===== config.mk =====
export PLATFORM = sky130hd
export DESIGN_NAME = rtg4_ccc_lock_sequencer
export DESIGN_NICKNAME = d
export VERILOG_FILES = /design/src/rtl/rtg4_ccc_lock_sequencer.sv
export SDC_FILE = /design/constraint.sdc
export NUM_CORES = 1
export LEC_CHECK = 0
export CORE_MARGIN = 3
export CORE_UTILIZATION = 65
export CTS_BUF_LIST = sky130_fd_sc_hd__clkbuf_4
export CTS_CLUSTER_SIZE = 16
export DETAILED_ROUTE_END_ITERATION = 7
export DONT_BUFFER_PORTS = 1
export HOLD_SLACK_MARGIN = 0.02
export PLACE_DENSITY = 0.81
export REMOVE_ABC_BUFFERS = 1
export SYNTH_ARGS = -nofsm -noshare
export SYNTH_HDL_FRONTEND = slang
export SYNTH_SLANG_ARGS = --single-unit

===== constraint.sdc =====
create_clock -name CLK -period 2.6 [get_ports CLK]
set_clock_uncertainty 0.2 [all_clocks]
set_input_delay 0.26 -clock CLK [delete_from_list [all_inputs] [get_ports CLK]]
set_output_delay 0.26 -clock CLK [all_outputs]
set_load 0.01 [all_outputs]

===== src/rtl/rtg4_ccc_lock_sequencer.sv =====
// Power-up/relock controller for the RTG4 fabric CCC: drives PLL_ARST_N, filters LOCK
// and releases per-domain resets in index order. Define CCC_LOCK_TIMEOUT_EN for WAIT_LOCK retry.
module rtg4_ccc_lock_sequencer #(
  parameter int NUM_DOMAINS     = 2,
  parameter int PLL_ARST_CYCLES = 64,
  parameter int LOCK_FILTER     = 1024,
  parameter int RST_STRETCH     = 16,
  parameter int RELOCK_TIMEOUT  = 65536
) (
  input  logic                   CLK,
  input  logic                   RESET,
  input  logic                   LOCK,
  input  logic                   SOFT_RESET,
  output logic                   PLL_ARST_N,
  output logic [NUM_DOMAINS-1:0] DOMAIN_RESET_N,
  output logic                   READY,
  output logic                   LOCK_LOST,
  output logic [7:0]             RELOCK_COUNT,
  output logic [2:0]             DBG_STATE
);

  localparam int MAX_AF  = (PLL_ARST_CYCLES > LOCK_FILTER) ? PLL_ARST_CYCLES : LOCK_FILTER;
  localparam int CNT_MAX = (MAX_AF > RST_STRETCH) ? MAX_AF : RST_STRETCH;
  localparam int CW      = $clog2(CNT_MAX + 1);
  localparam int IW      = (NUM_DOMAINS > 1) ? $clog2(NUM_DOMAINS) : 1;

  localparam logic [CW-1:0] ARST_LAST    = CW'(PLL_ARST_CYCLES - 1);
  localparam logic [CW-1:0] FILT_LAST    = CW'(LOCK_FILTER - 1);
  localparam logic [CW-1:0] STRETCH_LAST = CW'(RST_STRETCH - 1);
  localparam logic [IW-1:0] IDX_LAST     = IW'(NUM_DOMAINS - 1);

  typedef enum logic [2:0] {
    S_PLL_RST   = 3'd0,
    S_WAIT_LOCK = 3'd1,
    S_FILTER    = 3'd2,
    S_RELEASE   = 3'd3,
    S_RUN       = 3'd4
  } state_t;

  state_t                   state, state_n;
  logic [CW-1:0]            cnt, cnt_n;
  logic [IW-1:0]            idx, idx_n;
  logic                     lock_m, lock_s;
  logic                     arst_n_n;
  logic [NUM_DOMAINS-1:0]   dom_n;
  logic                     ready_n;
  logic                     lost_n;
  logic [7:0]               count_n;
  logic                     enter_rel;
  logic                     lock_loss;

`ifdef CCC_LOCK_TIMEOUT_EN
  localparam int            TW       = $clog2(RELOCK_TIMEOUT + 1);
  localparam logic [TW-1:0] TMO_LAST = TW'(RELOCK_TIMEOUT - 1);

  logic [TW-1:0] tmo_cnt, tmo_n;

  always_ff @(posedge CLK) begin
    if (RESET) begin
      tmo_cnt <= '0;
    end else begin
      tmo_cnt <= tmo_n;
    end
  end
`else
  // RELOCK_TIMEOUT has no effect in this build; this empty block only records its legal range.
  if (RELOCK_TIMEOUT < 1) begin : g_timeout_range
  end
`endif

  assign DBG_STATE = state;

  always_comb begin
    state_n   = state;
    cnt_n     = cnt;
    idx_n     = idx;
    arst_n_n  = PLL_ARST_N;
    dom_n     = DOMAIN_RESET_N;
    ready_n   = READY;
    lost_n    = 1'b0;
    count_n   = RELOCK_COUNT;
    enter_rel = 1'b0;
    lock_loss = 1'b0;
`ifdef CCC_LOCK_TIMEOUT_EN
    tmo_n     = '0;
`endif
    if (SOFT_RESET) begin
      // Soft reset outranks a same-cycle lock loss, so no pulse and no count here.
      state_n  = S_PLL_RST;
      cnt_n    = '0;
      idx_n    = '0;
      arst_n_n = 1'b0;
      dom_n    = '0;
      ready_n  = 1'b0;
    end else begin
      unique case (state)
        S_PLL_RST: begin
          arst_n_n = 1'b0;
          if (cnt == ARST_LAST) begin
            state_n  = S_WAIT_LOCK;
            cnt_n    = '0;
            arst_n_n = 1'b1;
          end else begin
            cnt_n = cnt + 1'b1;
          end
        end
        S_WAIT_LOCK: begin
          arst_n_n = 1'b1;
          // The first synced-high cycle seen here already counts toward the filter.
          if (lock_s) begin
            if (LOCK_FILTER <= 1) begin
              enter_rel = 1'b1;
            end else begin
              state_n = S_FILTER;
              cnt_n   = CW'(1);
            end
          end
`ifdef CCC_LOCK_TIMEOUT_EN
          else if (tmo_cnt == TMO_LAST) begin
            state_n  = S_PLL_RST;
            cnt_n    = '0;
            arst_n_n = 1'b0;
          end else begin
            tmo_n = tmo_cnt + 1'b1;
          end
`endif
        end
        S_FILTER: begin
          if (!lock_s) begin
            state_n = S_WAIT_LOCK;
            cnt_n   = '0;
          end else if (cnt == FILT_LAST) begin
            enter_rel = 1'b1;
          end else begin
            cnt_n = cnt + 1'b1;
          end
        end
        S_RELEASE: begin
          if (!lock_s) begin
            lock_loss = 1'b1;
          end else if (cnt == STRETCH_LAST) begin
            cnt_n      = '0;
            dom_n[idx] = 1'b1;
            if (idx == IDX_LAST) begin
              state_n = S_RUN;
              ready_n = 1'b1;
            end else begin
              idx_n = idx + 1'b1;
            end
          end else begin
            cnt_n = cnt + 1'b1;
          end
        end
        S_RUN: begin
          if (!lock_s) begin
            lock_loss = 1'b1;
          end
        end
        default: begin
          state_n = S_PLL_RST;
          cnt_n   = '0;
        end
      endcase

      if (enter_rel) begin
        dom_n    = '0;
        dom_n[0] = 1'b1;
        cnt_n    = '0;
        if (NUM_DOMAINS == 1) begin
          state_n = S_RUN;
          ready_n = 1'b1;
          idx_n   = '0;
        end else begin
          state_n = S_RELEASE;
          idx_n   = IW'(1);
        end
      end

      if (lock_loss) begin
        state_n = S_WAIT_LOCK;
        cnt_n   = '0;
        idx_n   = '0;
        dom_n   = '0;
        ready_n = 1'b0;
        lost_n  = 1'b1;
        if (RELOCK_COUNT != 8'hFF) begin
          count_n = RELOCK_COUNT + 8'd1;
        end
      end
    end
  end

  always_ff @(posedge CLK) begin
    if (RESET) begin
      state          <= S_PLL_RST;
      cnt            <= '0;
      idx            <= '0;
      lock_m         <= 1'b0;
      lock_s         <= 1'b0;
      PLL_ARST_N     <= 1'b0;
      DOMAIN_RESET_N <= '0;
      READY          <= 1'b0;
      LOCK_LOST      <= 1'b0;
      RELOCK_COUNT   <= '0;
    end else begin
      lock_m         <= LOCK;
      lock_s         <= lock_m;
      state          <= state_n;
      cnt            <= cnt_n;
      idx            <= idx_n;
      PLL_ARST_N     <= arst_n_n;
      DOMAIN_RESET_N <= dom_n;
      READY          <= ready_n;
      LOCK_LOST      <= lost_n;
      RELOCK_COUNT   <= count_n;
    end
  end

endmodule


* Yosys cells after proc, flatten, opt, wreduce, memory -nomap -nowiden
Index checks and enable logic that the tools add are counted.
Cells by class: reductions and logical operators 18, bitwise logic cells 3, equality and inequality tests 29, magnitude comparators 2, multiplexer cells 37, add/subtract/negate cells 3
Operators by type and width (count):
- 11-bit two-way mux | 6
- 11-bit one-hot mux with 5 select lines | 1
- 3-bit inequality test (second input constant) | 8
- 4-bit inequality test (second input constant) | 6
- 7-bit AND reduction | 3
- 1-bit two-way mux | 20
- 3-bit two-way mux | 6
- 3-bit one-hot mux with 5 select lines | 1
- 2-bit inequality test (second input constant) | 7
- 11-bit by 1-bit adder with 11-bit output (second input constant) | 1
- 11-bit by 10-bit == test with 1-bit output (second input constant) | 1
- 11-bit by 4-bit == test with 1-bit output (second input constant) | 1
- 11-bit by 6-bit == test with 1-bit output (second input constant) | 1
- 3-bit AND reduction | 3
- 8-bit by 1-bit adder with 8-bit output (second input constant) | 1
- 8-bit inequality test (second input constant) | 1
- 4-bit AND reduction | 2
- 2-bit nonzero test | 4
- 3-bit by 2-bit == test with 1-bit output (second input constant) | 2
- 2-bit OR reduction | 2
- 4-bit OR reduction | 1
- 3-bit by 1-bit == test with 1-bit output (second input constant) | 1
- 3-bit == test (second input constant) | 1
- 3-bit zero test | 1
- other kinds (10) | 11
Storage, ports and cells: input port bits 4, output and inout port bits 16, flip-flop bits (word level) 30

* Logic depth before layout (Yosys ltp)
Gate-level depths: netlist of run 1.
depth after elaboration 9, mapped depth 6

* Worst setup path before layout of run 1
OpenSTA, ideal clock, no wires.
path type register -> register, from reg cnt[10], to reg cnt[6], setup time 116 ps, stages on the path, launching flop included 6, path slack 542 ps, data arrival time 1743 ps, required time 2284 ps, period minus slack after synthesis 2058 ps, cells stage by stage dfxtp_1 > or4_4 > or3_4 > o21ai_4 > a32oi_2 > a31o_1
On the way: longest elaborated chain between the ends 6
RTL lines:
- start: declaration | RTL line 41 | logic [CW-1:0] cnt, cnt_n;
- start signal: assignment | RTL line 209 | cnt <= cnt_n;
- 11-bit by 10-bit == test with 1-bit output | RTL line 132 | end else if (cnt == FILT_LAST) begin
- 1-bit two-way mux | RTL line 132
- 1-bit two-way mux | RTL line 129 | if (!lock_s) begin
- 1-bit two-way mux | RTL line 96 | unique case (state)
- 1-bit two-way mux | RTL line 87 | if (SOFT_RESET) begin
- 4-bit OR reduction (no line)
Parallel ways exist; a longest one is shown, timed or not. The select of a mux whose other input is x is not followed. A chain may end at the register's enable or synchronous reset.

* Worst setup path in the final report of run 1
from reg state[2], in the netlist DBG_STATE[2], to reg RELOCK_COUNT[1]
On the way: longest elaborated chain between the ends 5
RTL lines:
- start: declaration | RTL line 40 | state_t state, state_n;
- start signal: assignment | RTL line 208 | state <= state_n;
- 3-bit == test or 3-bit by 2-bit == test with 1-bit output (tied branches) | RTL line 96
- 2-bit OR reduction (no line) *
- 1-bit two-way mux *
- 1-bit two-way mux * | RTL line 87
- 3-bit AND reduction (no line) *
- end signal: assignment | RTL line 215 | RELOCK_COUNT <= count_n;
- end: declaration | RTL line 18 | output logic [7:0] RELOCK_COUNT,
Every way passes the cells marked *; elsewhere a longest branch is shown, timed or not. The select of a mux whose other input is x is not followed.

==> impl_metrics.toml, run 1 <==
[critical_path]
crit_path_max_fanout = 13
r2r_cells = 5
cp_data_arrival_time_ns = 2.37
worst-setup-path-type = "reg -> reg"
crit_required_ns = 2.60
r2r-start = "DBG_STATE[2]"
startpoint_type = "register"
worstSetupEndpointType = "register"
reg2reg_slack_ns = 0.23
reg2reg_to = "RELOCK_COUNT[1]"

[sta]
relSlewSlack_pct = 61.1
final-setup-viol-count = 0
setup_slack_ns = 0.232
max_freq_mhz = 422
setup_tns_ns = 0
hold_viol_final = 0
hold_ws_ns = 0.244
finalCritPeriodShare_pct = 91.1
period_minus_slack_ns = 2.37
slew_viol_final = 0
worst_slew_pin_slew_ns = 0.583
rsz0062_at_grt = "false"

[power]
power.leakage_nw = 0.616
power_mw = 0.833
vdd_drop_max_mv = 0.531
power_density_mw_per_mm2 = 468

[global_routing]
grtUsageTotal_pct = 24.7
grt_first_pass_wirelength_um = 6190
antenna_found_initial = 0
grt_max_degree = 15
overflow = 0
grt_pass1_vias = 1332

[floorplanning]
die_area_mm2 = 0.00317
ios = 20
placementRows = 17
fp.dieW_um = 56.3
core_area_mm2 = 0.00230
start_util_pct = 71.5
die_y_um = 56.3

[place]
dp_slack_ns = 0.298
finalWeightedCongestion = 0.863
numPortBuffers = 0
dp_hpwl_um = 2600
dpl_cell_area_mm2 = 0.00168
dp.cells = 210

[cts]
cts_tree = "done"
clockBufferDepth = 2
cts.sinks = 30
cts_root_buf = "clkbuf_4"
clock_latency_ns = 0.33
clkTransAtPathRegs_ns = 0.09
cts.htree.levels = 2
cts_buffers = 5
cts_resized = 0

[min_path]
min_path_type = "reg -> reg"
min_path_cells = 1
min_to = "lock_s"
hp-start = "lock_m"

[run_status]
status = "finished clean"

[logic_synthesis]
yosys_warnings = 0
async_reset_ff_share_pct = 0
syn_area_per_cell_um2 = 9.03
yosysSeqAreaShare_pct = 36.6
synth_edf_count = 0
ys_ff_latch = 30
synthFlopType = "dfxtp_1"
synth_cell_types = 56
synth_cells = 182
synth_area_mm2 = 0.00164

[route]
drt_iter0_markers = 112
wire_per_inst_um = 16.4
ant_nets = 0
routed_wl_um = 3600
drt_pass1_iterations = 4
route.detailed.drc = 0
vias_per_cell = 6.47
vias = 1423

[cells_and_area]
final_area_mm2 = 0.00178
nets = 198
drive_above_1_share_pct = 16.7
num_antenna_cells = 0
instances_no_fill = 220
final_core_util_pct = 77.4
nFillCells = 162
area_delta_synth_final_pct = 8.23

[flow_run]
maxCapViolCount = 0
[cell usage after synthesis, types with 2 or more instances]
master     n  area (um2)
o21ai_0    3        15.0
o31a_1     2        17.5
a211oi_2   2        25.0
xnor2_1    7        61.3
nor2b_1    7        43.8
buf_6      3        33.8
or4_1      2        15.0
nand3_1    9        45.0
or3b_2     2        17.5
or2_2      2        12.5
a21oi_1   11        55.1
nor3_1     5        25.0
a211oi_1   3        22.5
ha_1       2        25.0
inv_1      5        18.8
dfxtp_1   30         601
nor4_1     5        31.3
nand4_1    6        37.5
nor4b_1    2        17.5
and3_1     2        12.5
and2b_2    2        17.5
nand2_1    6        22.5
nor3b_1    3        22.5
xor2_1     5        43.8
clkbuf_1   2        7.51
nand2b_1   2        12.5
nand3b_1   3        22.5
nor2_1    21        78.8
[routing by layer]
| layer | GRT usage, % | part of all wire, % | routed length (um) |
|---|---|---|---|
| met2 | 36.4 | 45 | 1640 |
| met4 | 9.15 | 2.0 | 72 |
| met1 | 33.1 | 45 | 1630 |
| met5 | 0 | 0 | 0 |
| met3 | 8.74 | 7.4 | 265 |
[logic make-up (layout without fill, tap and decap cells)]
group                    after synthesis  after routing  synth area share (%)
AO/OA/AOI/OAI                         34             34                  16.8
multiplexers                           1              1                 0.609
XOR/XNOR                              12             12                  6.40
flip-flops                            30             30                  36.6
buffers and inverters                 12             22                  4.42
AND/OR/NAND/NOR                       91             91                  33.7
adder cells (fa/ha/maj)                2              2                  1.52
[worst max-delay path, cell delays in order, from the launching register on]
cell      delay (ns)
dfxtp_1         0.56
or3b_2          0.52
a211oi_2        0.43
o21ai_0         0.28
mux2i_1         0.20
nor2_1          0.05
[cell usage in the layout, fill, tap and decap left out, types with 6 or more instances in the layout]
master   synthesis  routed
a21oi_1         11      11
nand4_1          6       6
nand3_1          9       9
dfxtp_1         30      30
buf_4            1       7
xnor2_1          7       7
nand2_1          6       6
nor2_1          21      21
nor2b_1          7       7
[sequential cells by signal, indices dropped and copies added (netlist names)]
register        flops
cnt                11
RELOCK_COUNT        8
DBG_STATE           3
DOMAIN_RESET_N      2
LOCK_LOST           1
PLL_ARST_N          1
READY               1
idx                 1
lock_m              1
lock_s              1
[cell type report]
class                           count  area (um2)  share of cell area, %
Multi-Input combinational cell    140         970                   54.5
Sequential cell                    30         601                   33.8
Timing Repair Buffer               10        82.6                   4.64
Clock buffer                        5        37.5                   2.11
Tap cell                           28        35.0                   1.97
Clock inverter                      2        33.8                   1.90
Inverter                            5        18.8                   1.06
[worst max path at each step]
stage                  from               to  slack (ns)  depth (start not counted)
2_1_floorplan  DBG_STATE[1]           cnt[0]        0.46                          5
3_3_place_gp   DBG_STATE[2]  RELOCK_COUNT[1]        0.34                          5
3_5_place_dp   DBG_STATE[2]  RELOCK_COUNT[1]        0.30                          5
4_1_cts        DBG_STATE[2]  RELOCK_COUNT[1]        0.27                          5
5_1_grt        DBG_STATE[2]  RELOCK_COUNT[0]        0.08                          5
6_report       DBG_STATE[2]  RELOCK_COUNT[1]        0.23                          5
[repair_timing]
action | CTS | global route
hold endpoints to repair | 17 | 0
buffers inserted | 0 | 0
hold buffers | 3 | 0
[report_power, final]
group,switching [mW],total [mW],internal [mW]
clock network,0.150,0.344,0.194
registers,0.00232,0.464,0.462
logic,0.0141,0.0245,0.0105
No activity file was read; power rests on OpenSTA's default activity.
==> run 2: changes to the inputs <==
Settings changed: GPL_TIMING_DRIVEN from default to 0.
==> run 2 against run 1 <==
  * Wire length down 1.4%
  * Worst setup slack got worse by 0.043 ns
  * Via count fell by 1.1%
  * Utilization is 3.3 points lower
  * Global-route usage is 1.7 points lower
  * Cell count fell by 3.2%
  * Worst hold slack improved by 0.019 ns
  * Register-to-register slack got worse by 0.04 ns
  * Sequential power barely moved
  * First-iteration DRC count down 18%
  * Largest cell class unchanged
==> impl_metrics.toml, run 2 (synthesis gave the netlist of run 1 again) <==
[cells_and_area]
area_delta_synth_final_pct = 3.66
nets = 191
final_common_cell = "dfxtp_1"
largest_reg_flops = 11
num_antenna_cells = 0
layout_common_cells = "29 x dfxtp_1, 21 x nor2_1, 11 x a21oi_1"
instances_no_fill = 213
regMostFlops = "cnt"
drive_above_1_share_pct = 14.6

[place]
dp.cells = 203
dp_slack_ns = 0.0807
dp_hpwl_um = 2510
finalWeightedCongestion = 0.910
numPortBuffers = 0

[sta]
max_freq_mhz = 415
setup_tns_ns = 0
relSlewSlack_pct = 42.6
finalCritPeriodShare_pct = 92.7
hold_viol_final = 0
period_minus_slack_ns = 2.41
slew_viol_final = 0
final-setup-viol-count = 0
setup_slack_ns = 0.189
rsz0062_at_grt = "false"
worst_slew_pin_slew_ns = 0.853

[floorplanning]
die_y_um = 56.3
placementRows = 17
start_util_pct = 71.5
die_area_mm2 = 0.00317
core_area_mm2 = 0.00230
fp.dieW_um = 56.3
ios = 20

[min_path]
min_path_type = "reg -> reg"
hp-start = "lock_m"

[cts]
clock_latency_ns = 0.34
cts_root_buf = "clkbuf_4"
cts.sinks = 30
cts.htree.levels = 2
cts_tree = "done"
clkTransAtPathRegs_ns = 0.10
cts_buffers = 5
clockBufferDepth = 2
cts_setup_buffers = 0

[route]
drt_iter0_markers = 92
drt_pass1_iterations = 5
wire_per_inst_um = 16.7
vias = 1408
vias_per_cell = 6.61
ant_nets = 0
routed_wl_um = 3550
route.detailed.drc = 0

[power]
power_mw = 0.754
power.leakage_nw = 0.572
power_density_mw_per_mm2 = 443
vdd_drop_max_mv = 0.366

[global_routing]
antenna_found_initial = 0
grtUsageTotal_pct = 23.0
grt_pass1_vias = 1230
grt_first_pass_wirelength_um = 5800
grt_max_degree = 18
overflow = 0

[critical_path]
r2r-start = "cnt[0]"
worst-setup-path-type = "reg -> reg"
reg2reg_slack_ns = 0.19
critPathLaunch = "cnt[0]"
crit_path_max_fanout = 8
crit_required_ns = 2.64
startpoint_type = "register"
worstSetupEndpointType = "register"
cp_data_arrival_time_ns = 2.45

[flow_run]
maxCapViolCount = 0

[run_status]
status = "finished clean"
-- run 2: through the flow --
stage | utilization [%] | hold slack (ns) | cell area [um2]
final | 74.1 | 0.263 | 1700
after global routing | 74.1 | 0.291 | 1700
after CTS | 74.1 | 0.264 | 1700
after detailed placement | 70.7 | 0.136 | 1620
after global placement | 70.7 | 0.134 | 1620
after floorplan | - | 0.132 | 1590
-- run 2: layout make-up --
type                    count  area, um2
clock buffers               5       37.5
clock inverters             2       10.0
fillers                   174        594
inverters                   5       18.8
multi-input cells         140        970
flip-flops and latches     30        602
well taps                  28       35.0
repair buffers              3       30.0
-- run 2: path summary, 6_finish.rpt --
| kind | depth (start not counted) | endpoint |
|---|---|---|
| worst min-delay path | 1 | lock_s |
| worst max register to register | 6 | cnt[6] |
| worst max-delay path | 6 | cnt[6] |
| worst min register to register | 1 | lock_s |
-- run 2: where the power goes --
part           switching, mW  leakage (nW)  total, mW  internal, mW
Clock                  0.168        0.0308      0.265        0.0969
Combinational         0.0128         0.298     0.0226       0.00986
Sequential           0.00406         0.243      0.466         0.462
Total                  0.185         0.572      0.754         0.569
-- run 2: what timing repair did --
action | 4_1_cts | 5_1_grt
endpoints found under the hold margin | 17 | 0
hold buffers | 3 | 0
endpoints found under the setup margin | 0 | 3
resized for setup | 0 | 1
-- run 2: metal layers --
metal | global-route usage (%) | routed length (um) | part of all wire (%)
met5 | 0 | 0 | 0
met4 | 11.5 | 60 | 1.7
met3 | 5.29 | 263 | 7.4
met2 | 34.1 | 1660 | 47
met1 | 31.3 | 1560 | 44
-- run 2: worst max-delay path, stage by stage (launching register included) --
cell and delay (ns):
dfxtp_1 0.42, ha_1 0.19, nand3_1 0.21, or4_1 0.66
nand2_1 0.31, inv_1 0.11, a31o_1 0.22
